--- config.mk ---
export PLATFORM = sky130hd
export DESIGN_NAME = bullet_controller_flat
export DESIGN_NICKNAME = d
export VERILOG_FILES = /design/src/rtl/bullet_pkg.sv /design/src/rtl/bullet_controller_if.sv /design/src/rtl/frame_tick_det.sv /design/src/rtl/bullet_controller.sv /design/src/flat_wrapper.sv
export SDC_FILE = /design/constraint.sdc
export NUM_CORES = 1
export LEC_CHECK = 0
export BUFFER_PORTS_ARGS = -buffer_cell sky130_fd_sc_hd__buf_2
export CAP_MARGIN = 20
export CELL_PAD_IN_SITES_DETAIL_PLACEMENT = 0
export CELL_PAD_IN_SITES_GLOBAL_PLACEMENT = 1
export CORE_ASPECT_RATIO = 1.2
export CORE_UTILIZATION = 38
export CTS_CLUSTER_DIAMETER = 50
export DETAILED_ROUTE_END_ITERATION = 7
export GPL_ROUTABILITY_DRIVEN = 1
export PLACE_DENSITY = 0.79
export SETUP_SLACK_MARGIN = 0.15
export SLEW_MARGIN = 20
export SYNTH_ARGS = -nofsm -noshare
export SYNTH_HDL_FRONTEND = slang
export SYNTH_SLANG_ARGS = --single-unit
--- constraint.sdc ---
create_clock -name Clk -period 3.5 [get_ports Clk]
set_input_delay 0.35 -clock Clk [delete_from_list [all_inputs] [get_ports Clk]]
set_output_delay 0.35 -clock Clk [all_outputs]
set_load 0.05 [all_outputs]
--- src/rtl/bullet_pkg.sv ---
// Shared types and default constants for the bullet controller.
// Sprite geometry, flight step and re-arm delay live here.
package bullet_pkg;

  typedef enum logic [1:0] {
    IDLE,
    FLYING,
    COOLDOWN
  } state_t;

  localparam int SIZE            = 16;
  localparam int STEP            = 4;
  localparam int COOLDOWN_FRAMES = 8;

endpackage

--- src/rtl/bullet_controller_if.sv ---
// Pixel/ROM bus between the VGA side and the bullet controller.
// The VGA side drives the draw position; the controller answers with ROM address and visibility.
interface bullet_controller_if;

  logic [9:0]  DrawX;
  logic [9:0]  DrawY;
  logic [18:0] read_address;
  logic        bullet_on;

  modport master (
    output DrawX,
    output DrawY,
    input  read_address,
    input  bullet_on
  );

  modport slave (
    input  DrawX,
    input  DrawY,
    output read_address,
    output bullet_on
  );

endinterface

--- src/rtl/frame_tick_det.sv ---
// Rising-edge detector on the vsync-derived frame level.
// Produces a one-Clk tick the cycle after a sampled 0->1 transition.
module frame_tick_det (
  input  logic Clk,
  input  logic Reset,
  input  logic frame_clk,
  output logic tick
);

  logic cur;
  logic prev;

  // Two-deep history of the sampled frame level
  always_ff @(posedge Clk or posedge Reset) begin
    if (Reset) begin
      cur  <= 1'b0;
      prev <= 1'b0;
    end else begin
      cur  <= frame_clk;
      prev <= cur;
    end
  end

  assign tick = cur & ~prev;

endmodule

--- src/rtl/bullet_controller.sv ---
// Single-bullet controller: launch from ship, climb per frame, cooldown, re-arm.
// Also maps the current draw pixel into the bullet sprite ROM.
module bullet_controller #(
  parameter int SIZE            = bullet_pkg::SIZE,
  parameter int STEP            = bullet_pkg::STEP,
  parameter int COOLDOWN_FRAMES = bullet_pkg::COOLDOWN_FRAMES
) (
  input  logic              Clk,
  input  logic              Reset,
  input  logic              frame_clk,
  input  logic              fire,
  input  logic              hit,
  input  logic [9:0]        ship_x,
  input  logic [9:0]        ship_y,
  output logic              active,
  output logic [9:0]        bullet_x,
  output logic [9:0]        bullet_y,
  bullet_controller_if.slave pix
);

  import bullet_pkg::*;

  localparam int CW = $clog2(COOLDOWN_FRAMES + 1);
  localparam logic [9:0] SZ = 10'(SIZE);
  localparam logic [9:0] ST = 10'(STEP);
  localparam logic [CW-1:0] CD = CW'(COOLDOWN_FRAMES);

  state_t        state;
  logic [CW-1:0] cnt;
  logic          tick;
  logic [9:0]    dx;
  logic [9:0]    dy;
  logic          in_box;

  frame_tick_det u_tick (
    .Clk       (Clk),
    .Reset     (Reset),
    .frame_clk (frame_clk),
    .tick      (tick)
  );

  // Flight FSM; hit overrides a coincident tick while flying
  always_ff @(posedge Clk or posedge Reset) begin
    if (Reset) begin
      state    <= IDLE;
      active   <= 1'b0;
      bullet_x <= '0;
      bullet_y <= '0;
      cnt      <= '0;
    end else begin
      unique case (state)
        IDLE: begin
          if (tick && fire) begin
            state    <= FLYING;
            active   <= 1'b1;
            bullet_x <= ship_x;
            bullet_y <= (ship_y < SZ) ? 10'd0 : ship_y - SZ;
          end
        end
        FLYING: begin
          if (hit) begin
            state  <= COOLDOWN;
            active <= 1'b0;
            cnt    <= CD;
          end else if (tick) begin
            if (bullet_y < ST) begin
              state  <= COOLDOWN;
              active <= 1'b0;
              cnt    <= CD;
            end else begin
              bullet_y <= bullet_y - ST;
            end
          end
        end
        COOLDOWN: begin
          if (tick) begin
            if (cnt <= CW'(1)) begin
              state <= IDLE;
              cnt   <= '0;
            end else begin
              cnt <= cnt - CW'(1);
            end
          end
        end
        default: begin
          state  <= IDLE;
          active <= 1'b0;
        end
      endcase
    end
  end

  // Offsets wrap for pixels left of / above the bullet, failing the box test
  assign dx     = pix.DrawX - bullet_x;
  assign dy     = pix.DrawY - bullet_y;
  assign in_box = (dx < SZ) && (dy < SZ);

  assign pix.read_address = in_box
    ? ({9'd0, dy} * 19'(SIZE) + {9'd0, dx})
    : 19'd0;

  // Visibility delayed one cycle to line up with the registered ROM output
  always_ff @(posedge Clk or posedge Reset) begin
    if (Reset) begin
      pix.bullet_on <= 1'b0;
    end else begin
      pix.bullet_on <= in_box & active;
    end
  end

endmodule

--- src/flat_wrapper.sv ---
// flat-port wrapper written by rule: the top's interface ports become plain ports
module bullet_controller_flat import bullet_pkg::*;
#(
  parameter int SIZE            = bullet_pkg::SIZE,
  parameter int STEP            = bullet_pkg::STEP,
  parameter int COOLDOWN_FRAMES = bullet_pkg::COOLDOWN_FRAMES
)
  (Clk, Reset, frame_clk, fire, hit, ship_x, ship_y, active, bullet_x, bullet_y, pix_DrawX, pix_DrawY, pix_read_address, pix_bullet_on);
  bullet_controller_if pix_i ();
  input  logic Clk;
  input  logic Reset;
  input  logic frame_clk;
  input  logic fire;
  input  logic hit;
  input  logic [9:0] ship_x;
  input  logic [9:0] ship_y;
  output logic active;
  output logic [9:0] bullet_x;
  output logic [9:0] bullet_y;
  input wire logic [$bits(pix_i.DrawX)-1:0] pix_DrawX;
  input wire logic [$bits(pix_i.DrawY)-1:0] pix_DrawY;
  output wire logic [$bits(pix_i.read_address)-1:0] pix_read_address;
  output wire logic [$bits(pix_i.bullet_on)-1:0] pix_bullet_on;
  assign pix_i.DrawX = pix_DrawX;
  assign pix_i.DrawY = pix_DrawY;
  assign pix_read_address = pix_i.read_address;
  assign pix_bullet_on = pix_i.bullet_on;
  bullet_controller #(.SIZE(SIZE), .STEP(STEP), .COOLDOWN_FRAMES(COOLDOWN_FRAMES)) u_core (.Clk(Clk), .Reset(Reset), .frame_clk(frame_clk), .fire(fire), .hit(hit), .ship_x(ship_x), .ship_y(ship_y), .active(active), .bullet_x(bullet_x), .bullet_y(bullet_y), .pix(pix_i));
endmodule
After elaboration in Yosys (flattened, before gate mapping). Cells that the tools add are included.

Logic and storage cells: 68. Input bits: 45. Bits in registers: 30. Output and inout bits: 41.

Equality and inequality tests: 10. Bitwise gates (word level): 4. Reduce and logical (&&, ||, !) cells: 10. Magnitude comparators: 5. $add $sub $neg: 6. Multiplexer cells: 25.

Operators with widths (count): $mux W10 (5); $lt A10 B5 Y1 const B (3); $mux W4 (5); $pmux W10 S2 (1); $sub A10 B10 Y10 (2); $mux W19 (1); $add A14 B10 Y15 (1); $mux W2 (6); $lt A10 B3 Y1 const B (1); $reduce_and A5 Y1 (2); $sub A10 B3 Y10 const B (1); $sub A10 B5 Y10 const B (1); $ne A2 B1 Y1 const B (4); $pmux W4 S2 (1); $reduce_and A4 Y1 (2); $ne A3 B2 Y1 const B (2); $pmux W2 S3 (1); $le A4 B1 Y1 const B (1); $mux W1 (4); $ne A2 B2 Y1 const B (2); $reduce_bool A2 Y1 (2); $sub A4 B1 Y4 const B (1); $pmux W1 S3 (1); $and A1 B1 Y1 (2); other kinds (6) (8).

Longest topological paths before layout. Gate-level depths: netlist (run 1).

Depth after elaboration: 5. Gate-level depth with buffers: 14. Mapped depth without buffers: 14.

Modules after synthesis. From an unflattened synthesis (run 1), not the netlist that was laid out.

Cells, all modules: 340. Area, all modules: 2847.7 um^2.

By module, submodules not included: bullet_controller (instances 1, cells each 336, area an instance 2780.2 um^2); frame_tick_det (instances 1, cells each 4, area an instance 67.6 um^2).

Worst setup path before layout (run 1). No wires, ideal clock.

Path kind: register to output. Start: register u_core.bullet_y[0]. End: output port pix_read_address[2]. Required time: 3.150 ns. Stages on the path, launching flop included: 11. Data arrival time: 4.036 ns. Path buffers: 0. Setup slack: -0.886 ns. Cells stage by stage: dfrtp_1 > ha_1 > fa_1 > nor2b_1 > o31a_1 > nor3_2 > o21ai_1 > xnor2_1 > a31oi_1 > or4b_4 > nor4_1.

Word-level cells in the longest chain between the ends: 4.

RTL lines: start: declaration (RTL line bullet_controller.sv:17) `output logic [9:0] bullet_y,`; start signal: assignment (RTL line bullet_controller.sv:57) `bullet_y <= (ship_y < SZ) ? 10'd0 : ship_y - SZ;`; start signal: assignment (RTL line bullet_controller.sv:71) `bullet_y <= bullet_y - ST;`; $sub A10 B10 Y10 (RTL line bullet_controller.sv:95) `assign dy = pix.DrawY - bullet_y;`; $lt A10 B5 Y1 (RTL line bullet_controller.sv:96) `assign in_box = (dx < SZ) && (dy < SZ);`; $logic_and A1 B1 Y1 (RTL line bullet_controller.sv:96); $mux W19 (RTL line bullet_controller.sv:99) `? ({9'd0, dy} * 19'(SIZE) + {9'd0, dx})`; end: declaration (RTL line flat_wrapper.sv:22) `output wire logic [$bits(pix_i.read_address)-1:0] pix_read_address;`.

Every way passes these cells.

Worst setup path in the final report (run 1).
Start: register u_core.bullet_x[0]. End: output port pix_read_address[10].

Word-level cells in the longest chain between the ends: 4. Elaborated cells on any way between the ends: 5.

RTL lines: start: declaration (RTL line bullet_controller.sv:16) `output logic [9:0] bullet_x,`; start signal: assignment (RTL line bullet_controller.sv:56) `bullet_x <= ship_x;`; $sub A10 B10 Y10 * (RTL line bullet_controller.sv:94) `assign dx = pix.DrawX - bullet_x;`; branches (longest 2 deep; another with $add A14 B10 Y15); $mux W19 * (RTL line bullet_controller.sv:99).

Every way passes the cells marked *.

==> summary.txt, run 1 <==
Routing
  • Antenna Nets Post-Route: 0
  • WL final: 6.921 mm
  • WL per Instance: 13.54 µm
  • DR vias/cell: 5.135
  • Via count: 2,624
  • Initial DRC count: 82
  • # DRC: 0
  • Drt pass-1 iters: 4

Clock tree
  • Reg clk slew, reported paths: 70 ps
  • Clk root buf: clkbuf_8
  • Maximum root-to-sink buffer count: 2
  • CTS tree: built
  • Clk_lat worst skew: 290 ps
  • H-tree depth: 2
  • Total CTS buffers: 5
  • Sink Count: 30

Power and ir drop
  • Gate power share: 0.778
  • Seq pwr share: 0.151
  • Int Pwr: 1973 µW
  • VDD IR max: 694.8 µV
  • Sw frac: 0.5372
  • Total power per unit cell area: 1143 nW/µm²
  • Overall Power: 4262 µW
  • Static Leak: 0.001746 µW
  • Clk pwr share: 0.071
  • Net switching power: 2289 µW

Global routing
  • First-pass GRT wire length: 11.53 mm
  • GRT Total Usage: 0.2000
  • Pin count of the biggest net entering global routing: 31
  • Via count of the first global-routing pass: 2,525
  • Grt total ovfl: 0
  • Initial antenna violation count: 0

Setup path
  • CP startpoint kind: register
  • Critical path peak fanout: 3
  • Flop2flop setup slack: 790 ps
  • Crit path largest cell delay: 420 ps
  • Reg-to-reg endpoint: u_core.pix.bullet_on$_DFF_PP0_
  • Slowest stage cell, crit path: dfrtp_2
  • Crit path max-delay family: adder cells
  • Worst Path Required: 3150 ps
  • CP endpoint kind: output pin
  • Critical path class: register to output pin
  • Crit path buffers/inverters: 2
  • Depth of the worst register-to-register path: 10
  • Arr. time, crit path: 3210 ps
  • R2R Path Start: u_core.bullet_x[0]$_DFFE_PP0P_
  • Ordered cell list for the critical path: ha_4 -> fa_2 -> nor2b_4 -> o31a_1 -> o31a_1 -> a21oi_2 -> ha_4 -> buf_4 -> a21oi_2 -> maj3_2 -> o21ai_2 -> xor2_2 -> nor3_4 -> buf_6

STA
  • FMAX: 0.2805 GHz
  • Final setup margin: -64.96 ps
  • Final-report max-slew violation count: 0
  • Worst Skew: 5.725 ps
  • RSZ-0062 raised after global routing: true
  • Setup TNS: -136.6 ps
  • Final Cycle Share: 1.019
  • Slew @ Worst Pin: 541.4 ps
  • Final Hold Viols: 0
  • Post-route minimum period: 3565 ps
  • Worst rel slew slack: 0.6353
  • Final setup fails: 3

Floorplan
  • CORE AREA: 6895 µm²
  • Die Height: 94.94 µm
  • Starting density of the core: 0.3967
  • Die Width: 79.45 µm
  • Core Rows: 33
  • I/O pin cnt: 86
  • Die ar.: 7542 µm²

Yosys
  • Yosys reg bits: 30
  • Multiplexer share of the synthesized area: 0.01601
  • Largest family of logic cells by synthesized area: compound AO/OA/AOI/OAI gates
  • Netlist cell types: 51
  • Share of the synthesized area in the top cell type: 0.2745
  • Simple-Gate Fraction of Synth Area: 0.1908
  • Asr flop ratio synth: 1.000
  • Syn Inst Count: 325
  • Syn_area_per_cell: 8.416 µm²
  • Area contributors post-synth: dfrtp_1 (27%), ha_1 (12%), inv_1 (5.6%), xnor2_1 (4.8%), o21ai_0 (4.8%)
  • Adder-cell share of the synthesized area: 0.1528
  • XOR/XNOR Fraction of Synth Area: 0.07045
  • Yosys warning count: 0
  • Post-synth EDFFs: 0
  • Most used DFF post-synth: dfrtp_1
  • Post-Syn Area: 2735 µm²
  • Synth Area in Compound Gates: 0.2031
  • Area leader, netlist: dfrtp_1
  • Seq/Total Area, Yosys: 0.2745

Finish
  • Share of layout cells above drive strength 1: 0.3915
  • Area growth syn-to-layout: 36.32%
  • Multi-input gate area: 1977 µm²
  • Storage cell area: 765.7 µm²
  • Nets: 498
  • Filler Cells Inserted: 629
  • Ant diodes: 0

Place
  • HPWL after DPL: 5.600 mm
  • GPL Wtd Cong: 0.8364
  • PortBufs: 77

Status
  • Status: finished, violations left
  • Failing checks: negative setup slack

Hold path
  • Hold Crit Class: input pin to asynchronous set/reset pin

Flow run
  • Max-cap violations: 0
## cells in the mapped netlist, drive strengths merged, types with 4 or more instances
master	n
inv	41
xor2	7
nor2	17
o21a	4
o22ai	7
buf	11
nor2b	7
xnor2	15
a22o	5
a21oi	17
nand2b	5
o21ai	29
nor3	21
nand2	30
ha	27
dfrtp	30
## what timing repair did
action	in CTS	in global routing
pin swaps	17	17
hold buffers	0	0
buffers inserted	7	3
endpoints found under the setup margin	11	11
gates resized for setup	27	5
## power by group through the flow
stage                     Sequential, µW  Combinational [µW]  Clock [µW]
final                                644                3310         303
after global routing                 667                3650         332
after CTS                            644                3180         318
after detailed placement             657                3050           0
after global placement               654                2990           0
after floorplan                     1060                2010           0
## logic make-up after synthesis
group | count (synthesis)
other | 1
AOI/OAI and AO/OA | 86
xor gates and xnor gates | 22
muxes | 4
and+or+nand+nor | 95
DFF | 30
buffers and inverters | 55
adders and majority gates | 32
## through the flow
step | util | hold WS [ps] | instances | setup WS, ps | cell area, µm²
global placement | 0.5006 | 383.4 | 493 | 99.45 | 3452
detailed placement | 0.5006 | 396.5 | 493 | 8.910 | 3452
CTS | 0.5351 | 140.1 | 508 | -52.64 | 3690
finish | 0.5407 | 130.9 | 511 | -64.96 | 3729
global route | 0.5407 | 161.0 | 511 | -213.2 | 3729
floorplan | - | 367.7 | 332 | 72.67 | 2957
## final cells by class
cell class                 instances  share of cell area
sequential                        30              0.2054
inverter                          41             0.04128
timing repair buffer              98              0.1685
multi-input combinational        247              0.5302
tap                               87             0.02919
clock buffer                       6             0.02215
clock inverter                     2            0.003356
## how the worst max path moves through the flow
stage | startpoint | end | slack (ps) | cells past startpoint
6_report | u_core.bullet_x[0]$_DFFE_PP0P_ | pix_read_address[10] | -60 | 14
5_1_grt | u_core.bullet_x[0]$_DFFE_PP0P_ | pix_read_address[10] | -210 | 14
4_1_cts | u_core.bullet_x[1]$_DFFE_PP0P_ | pix_read_address[10] | -50 | 14
3_5_place_dp | pix_DrawX[1] | pix_read_address[9] | 9 | 14
3_3_place_gp | pix_DrawX[0] | pix_read_address[9] | 100 | 15
2_1_floorplan | u_core.bullet_x[0]$_DFFE_PP0P_ | pix_read_address[9] | 70 | 13
## routing by layer
| layer | global-route usage | part of all wire |
|---|---|---|
| met1 | 0.2359 | 0.43 |
| met2 | 0.3583 | 0.51 |
| met3 | 0.03382 | 0.036 |
| met4 | 0.07576 | 0.021 |
| met5 | 0 | 0 |
## state kept, by name, indices dropped and copies added (netlist names)
name	cells
u_core.u_tick.cur	1
u_core.cnt	4
u_core.active	1
u_core.bullet_x	10
u_core.pix.bullet_on	1
u_core.bullet_y	10
u_core.u_tick.prev	1
u_core.state	2
## layout by cell type, fill, tap and decap left out, types with 4 or more instances in the layout
| cell type | count |
|---|---|
| a22o_1 | 5 |
| nor2_1 | 17 |
| ha_4 | 5 |
| buf_4 | 19 |
| xnor2_1 | 15 |
| dfrtp_2 | 12 |
| o22ai_1 | 7 |
| o21ai_0 | 24 |
| o21a_1 | 4 |
| nand2_1 | 30 |
| nor2b_1 | 5 |
| clkbuf_8 | 6 |
| conb_1 | 8 |
| nand2b_1 | 5 |
| ha_1 | 21 |
| xor2_1 | 5 |
| inv_1 | 37 |
| buf_2 | 66 |
| nor3_4 | 10 |
| nor3_1 | 8 |
| inv_2 | 4 |
| buf_6 | 12 |
| a21oi_1 | 13 |
| dfrtp_1 | 18 |
## tightest hold or removal path, stage by stage
cell,delay (ps)
buf_2,90
inv_1,40
buf_4,350
No activity file was read; power rests on OpenSTA's default activity.
==> run 2: changes to the inputs <==
- PLACE_DENSITY: 0.79 -> 0.78
- SYNTH_HIERARCHICAL: default -> 1
==> summary.txt, run 2 <==
Yosys
  • Cell with the most instances after synthesis: inv_1
  • Yosys warning count: 6
  • Post-Syn Area: 2848 µm²
  • Yosys reg bits: 30
  • Simple-Gate Fraction of Synth Area: 0.2179
  • Area leader, netlist: dfrtp_1
  • Seq/Total Area, Yosys: 0.2636
  • Syn Inst Count: 340
  • XOR/XNOR Fraction of Synth Area: 0.05800
  • Area contributors post-synth: dfrtp_1 (26%), ha_1 (12%), o21ai_0 (5.8%), inv_1 (4.7%), xnor2_1 (4.0%)
  • Multiplexer share of the synthesized area: 0.01142
  • Largest family of logic cells by synthesized area: compound AO/OA/AOI/OAI gates
  • Share of the synthesized area in the top cell type: 0.2636
  • Asr flop ratio synth: 1.000
  • Top cells by count, synth: inv_1 (36), o21ai_0 (33), dfrtp_1 (30)
  • Synth Area in Compound Gates: 0.2197
  • Post-synth EDFFs: 0
  • Adder-cell share of the synthesized area: 0.1432
  • Syn_area_per_cell: 8.376 µm²
  • Netlist cell types: 55
  • Most used DFF post-synth: dfrtp_1

Finish
  • Share of layout cells above drive strength 1: 0.4161
  • Area growth syn-to-layout: 45.30%
  • Commonest non-fill, non-tap cell in the layout: buf_2
  • Most frequent cells in the layout: buf_2 (66), buf_4 (40), inv_1 (32), o21ai_0 (31), nand2_1 (25)
  • Ant diodes: 0
  • Nets: 533
  • Biggest regs: u_core/bullet_x (10), u_core/bullet_y (10), u_core/cnt (4)

Routing
  • Antenna Nets Post-Route: 0
  • WL per Instance: 14.37 µm
  • DR vias/cell: 5.135
  • Drt pass-1 iters: 4
  • WL final: 7.891 mm
  • Via count: 2,819
  • # DRC: 0
  • Initial DRC count: 69

Status
  • Failing checks: negative setup slack
  • Status: finished, violations left

STA
  • Post-route minimum period: 3815 ps
  • RSZ-0062 raised after global routing: true
  • Setup TNS: -761.3 ps
  • FMAX: 0.2621 GHz
  • Worst rel slew slack: 0.5412
  • Worst hold slack: 175.0 ps
  • Final Hold Viols: 0
  • Slew @ Worst Pin: 688.2 ps
  • Final Cycle Share: 1.090
  • Final-report max-slew violation count: 0
  • Final setup margin: -315.1 ps
  • Worst Skew: 8.271 ps
  • Final setup fails: 5

Global routing
  • Initial antenna violation count: 0
  • First-pass GRT wire length: 12.21 mm
  • GRT Total Usage: 0.2020
  • Via count of the first global-routing pass: 2,669
  • Grt total ovfl: 0
  • Pin count of the biggest net entering global routing: 29

Place
  • HPWL after DPL: 5.848 mm
  • GPL Wtd Cong: 0.7863
  • PortBufs: 77
  • Post-Place Worst Slack: -223.4 ps

Setup path
  • Crit path largest cell delay: 430 ps
  • Ordered cell list for the critical path: ha_4 -> fa_2 -> nor2b_4 -> o2111a_1 -> a211oi_4 -> xnor2_2 -> ha_4 -> a21oi_2 -> a211oi_1 -> or3_1 -> a2111oi_4 -> buf_6
  • Cell mode on critical path: ha_4
  • Arr. time, crit path: 3470 ps
  • Worst Path Required: 3150 ps
  • CP endpoint kind: output pin
  • Depth of the worst register-to-register path: 13
  • Crit path max-delay family: compound AO/OA/AOI/OAI gates
  • CP startpoint kind: register
  • Critical path class: register to output pin
  • Crit path buffers/inverters: 1
  • Critical path peak fanout: 3
  • Slowest stage cell, crit path: dfrtp_2
  • Stages on worst setup path: 12

Flow run
  • Max-cap violations: 0

Clock tree
  • CTS tree: built
  • Maximum root-to-sink buffer count: 2
  • Clk root buf: clkbuf_8
  • Reg clk slew, reported paths: 80 ps
  • Clk_lat worst skew: 290 ps
  • Sink Count: 30
  • H-tree depth: 2
  • Total CTS buffers: 5

Floorplan
  • Die Width: 81.03 µm
  • Die Height: 96.83 µm
  • CORE AREA: 7232 µm²
  • Starting density of the core: 0.3938
  • Core Rows: 34
  • I/O pin cnt: 86
  • Die ar.: 7846 µm²

Hold path
  • Hold Crit Class: input pin to register
  • Hold depth: 1
run 2: cells by family (layout without fill, tap and decap cells):
logic type               Yosys count  after routing
AO/OA/AOI/OAI                     97             97
XOR/XNOR                          18             18
adder cells (fa/ha/maj)           31             31
buffers and inverters             54            166
flip-flops                        30             30
multiplexers                       3              3
other                              1              8
AND/OR/NAND/NOR                  106            106
run 2: layout make-up:
cell class                 instances  area, µm²
tap                               90      112.6
fill                             678       3094
sequential                        30      758.2
clock inverter                     2      12.51
inverter                          36      135.1
timing repair buffer             122      818.3
clock buffer                       6      82.58
multi-input combinational        263       2218
run 2: path summary, 6_finish.rpt:
check / startpoint / endpoint / slack [ps]
max: u_core/bullet_x[0]$_DFFE_PP0P_ / pix_read_address[10] / -320
min: frame_clk / u_core/u_tick/cur$_DFF_PP0_ / 180
max reg2reg: u_core/bullet_x[0]$_DFFE_PP0P_ / u_core/pix.bullet_on$_DFF_PP0_ / 610
min reg2reg: u_core/u_tick/cur$_DFF_PP0_ / u_core/u_tick/prev$_DFF_PP0_ / 400
max in group asynchronous: Reset / u_core/bullet_x[6]$_DFFE_PP0P_ / 2510
min in group asynchronous: Reset / u_core/u_tick/prev$_DFF_PP0_ / 460
run 2: through the flow:
stage,util,instances,area (µm²)
floorplan,-,347,2988
global placement,0.4993,527,3611
detailed placement,0.4993,527,3611
CTS,0.5465,545,3953
global route,0.5721,549,4138
finish,0.5721,549,4138
run 2: what timing repair did:
action / CTS / global route
setup buffers: 9 / 4
resized for setup: 41 / 25
pin swaps: 12 / 12
hold buffers: 1 / 0
endpoints found under the setup margin: 11 / 11
endpoints found under the hold margin: 2 / 0
run 2: layer usage:
layer,GRT usage,up-vias,part of all wire
met5,0,-,0
met4,0.07555,0,0.011
met3,0.02642,7,0.027
met2,0.3516,54,0.52
met1,0.2460,1329,0.44
li1,-,1429,-
Power of run 2 is not shown: default switching activity piles up to over one toggle a cycle in this logic, so the estimate is an artifact.
==> run 3: changes to the inputs <==
- clock period: 3.5 -> 4.3 ns (I/O delays scaled with it)
==> summary.txt, run 3 (synthesized netlist as in run 2, its figures left out) <==
Clock tree
  • Maximum root-to-sink buffer count: 2
  • Clk root buf: clkbuf_8
  • CTS tree: built
  • Sink Count: 30
  • Clk_lat worst skew: 290 ps
  • Total CTS buffers: 5
  • H-tree depth: 2
  • Reg clk slew, reported paths: 60 ps

Routing
  • # DRC: 0
  • Antenna Nets Post-Route: 0
  • DR vias/cell: 5.243
  • WL per Instance: 13.75 µm
  • DR top layer: met4
  • Initial DRC count: 94
  • Wire length on met1: 3.196 mm
  • WL final: 7.024 mm
  • Drt pass-1 iters: 4
  • Routed met2 length: 3.510 mm
  • Metal3 WL: 230 µm
  • Via count: 2,679

Setup path
  • Critical path peak fanout: 6
  • CP endpoint kind: output pin
  • Arr. time, crit path: 3520 ps
  • Critical path class: register to output pin
  • Worst Path Required: 3870 ps
  • CP startpoint kind: register
  • Flop2flop setup slack: 1470 ps

Place
  • PortBufs: 77
  • GPL Wtd Cong: 0.8090
  • HPWL after DPL: 5.636 mm

Status
  • Status: complete, no violations

Floorplan
  • Core Rows: 34
  • Die ar.: 7846 µm²
  • I/O pin cnt: 86
  • Die Height: 96.83 µm
  • CORE AREA: 7232 µm²
  • Die Width: 81.03 µm
  • Starting density of the core: 0.3938

STA
  • Final setup fails: 0
  • Final-report max-slew violation count: 0
  • Slew @ Worst Pin: 999.9 ps
  • Final Hold Viols: 0
  • FMAX: 0.2530 GHz
  • Worst Skew: 11.02 ps
  • Setup TNS: 0 ps
  • Post-route minimum period: 3953 ps
  • Worst rel slew slack: 0.3289
  • Final Cycle Share: 0.9194
  • RSZ-0062 raised after global routing: false

Finish
  • Storage cell area: 757.0 µm²
  • Commonest non-fill, non-tap cell in the layout: buf_2
  • Share of layout cells above drive strength 1: 0.3064
  • Nets: 495
  • Ant diodes: 0
  • Most frequent cells in the layout: buf_2 (75), inv_1 (36), o21ai_0 (32), ha_1 (26)
  • Multi-input gate area: 1972 µm²
  • Filler Cells Inserted: 757
  • Biggest regs: u_core/bullet_x (10), u_core/bullet_y (10), u_core/cnt (4)
  • Area growth syn-to-layout: 24.03%

Global routing
  • First-pass GRT wire length: 11.52 mm
  • Grt total ovfl: 0
  • Pin count of the biggest net entering global routing: 29
  • Via count of the first global-routing pass: 2,531
  • Initial antenna violation count: 0
  • GRT Total Usage: 0.1879

Hold path
  • Hold Crit Class: input pin to register

Flow run
  • Max-cap violations: 0
## run 3: per-layer routing
metal | up-vias | track usage
met5 | - | 0
met4 | 0 | 0.05495
met3 | 6 | 0.03113
met2 | 54 | 0.3167
met1 | 1261 | 0.2409
li1 | 1358 | -
## run 3: per-stage QoR
| stage | hold slack, ps | utilization | worst slack, ps | area [µm²] | std cells |
|---|---|---|---|---|---|
| floorplan | 171.2 | - | 0.6821 | 2907 | 347 |
| global placement | 288.2 | 0.4626 | 265.5 | 3346 | 501 |
| detailed placement | 293.5 | 0.4626 | 267.9 | 3346 | 501 |
| CTS | 244.6 | 0.4796 | 164.8 | 3468 | 510 |
| global route | 238.9 | 0.4884 | 130.0 | 3532 | 511 |
| finish | 258.4 | 0.4884 | 346.7 | 3532 | 511 |
## run 3: cell type report
type                    instances  share of cell area
clock inverters                 1            0.008502
well taps                      90             0.03188
repair buffers                 84              0.1272
multi-input cells             263              0.5583
inverters                      36             0.03826
flip-flops and latches         30              0.2143
clock buffers                   7             0.02161
## run 3: repair_timing
action                                 4_1_cts  5_1_grt
endpoints found under the hold margin        2        0
setup buffers                                0        1
hold buffers                                 1        0
setup endpoints to repair                    1        8
pin swaps                                    0        5
resized for setup                            2       15
## run 3: worst max-delay path, cell delays in order, from the launching register on
cell and delay (ps):
dfrtp_2 390, inv_1 100, ha_1 300, a21o_1 230
nand2b_1 160, o211ai_2 230, nand2b_1 100, a21oi_2 160
xnor2_2 140, ha_2 330, a21oi_2 160, o31ai_2 90
or3_4 350, a2111oi_4 310, buf_6 200
## run 3: worst paths after layout
check,startpoint,endpoint,cells after the start
max,u_core/bullet_x[4]$_DFFE_PP0P_,pix_read_address[10],14
min,frame_clk,u_core/u_tick/cur$_DFF_PP0_,1
max reg2reg,u_core/bullet_y[0]$_DFFE_PP0P_,u_core/pix.bullet_on$_DFF_PP0_,10
min reg2reg,u_core/u_tick/cur$_DFF_PP0_,u_core/u_tick/prev$_DFF_PP0_,0
max in group asynchronous,Reset,u_core/bullet_x[4]$_DFFE_PP0P_,4
min in group asynchronous,Reset,u_core/u_tick/prev$_DFF_PP0_,3
Power of run 3 is left out for the same reason.
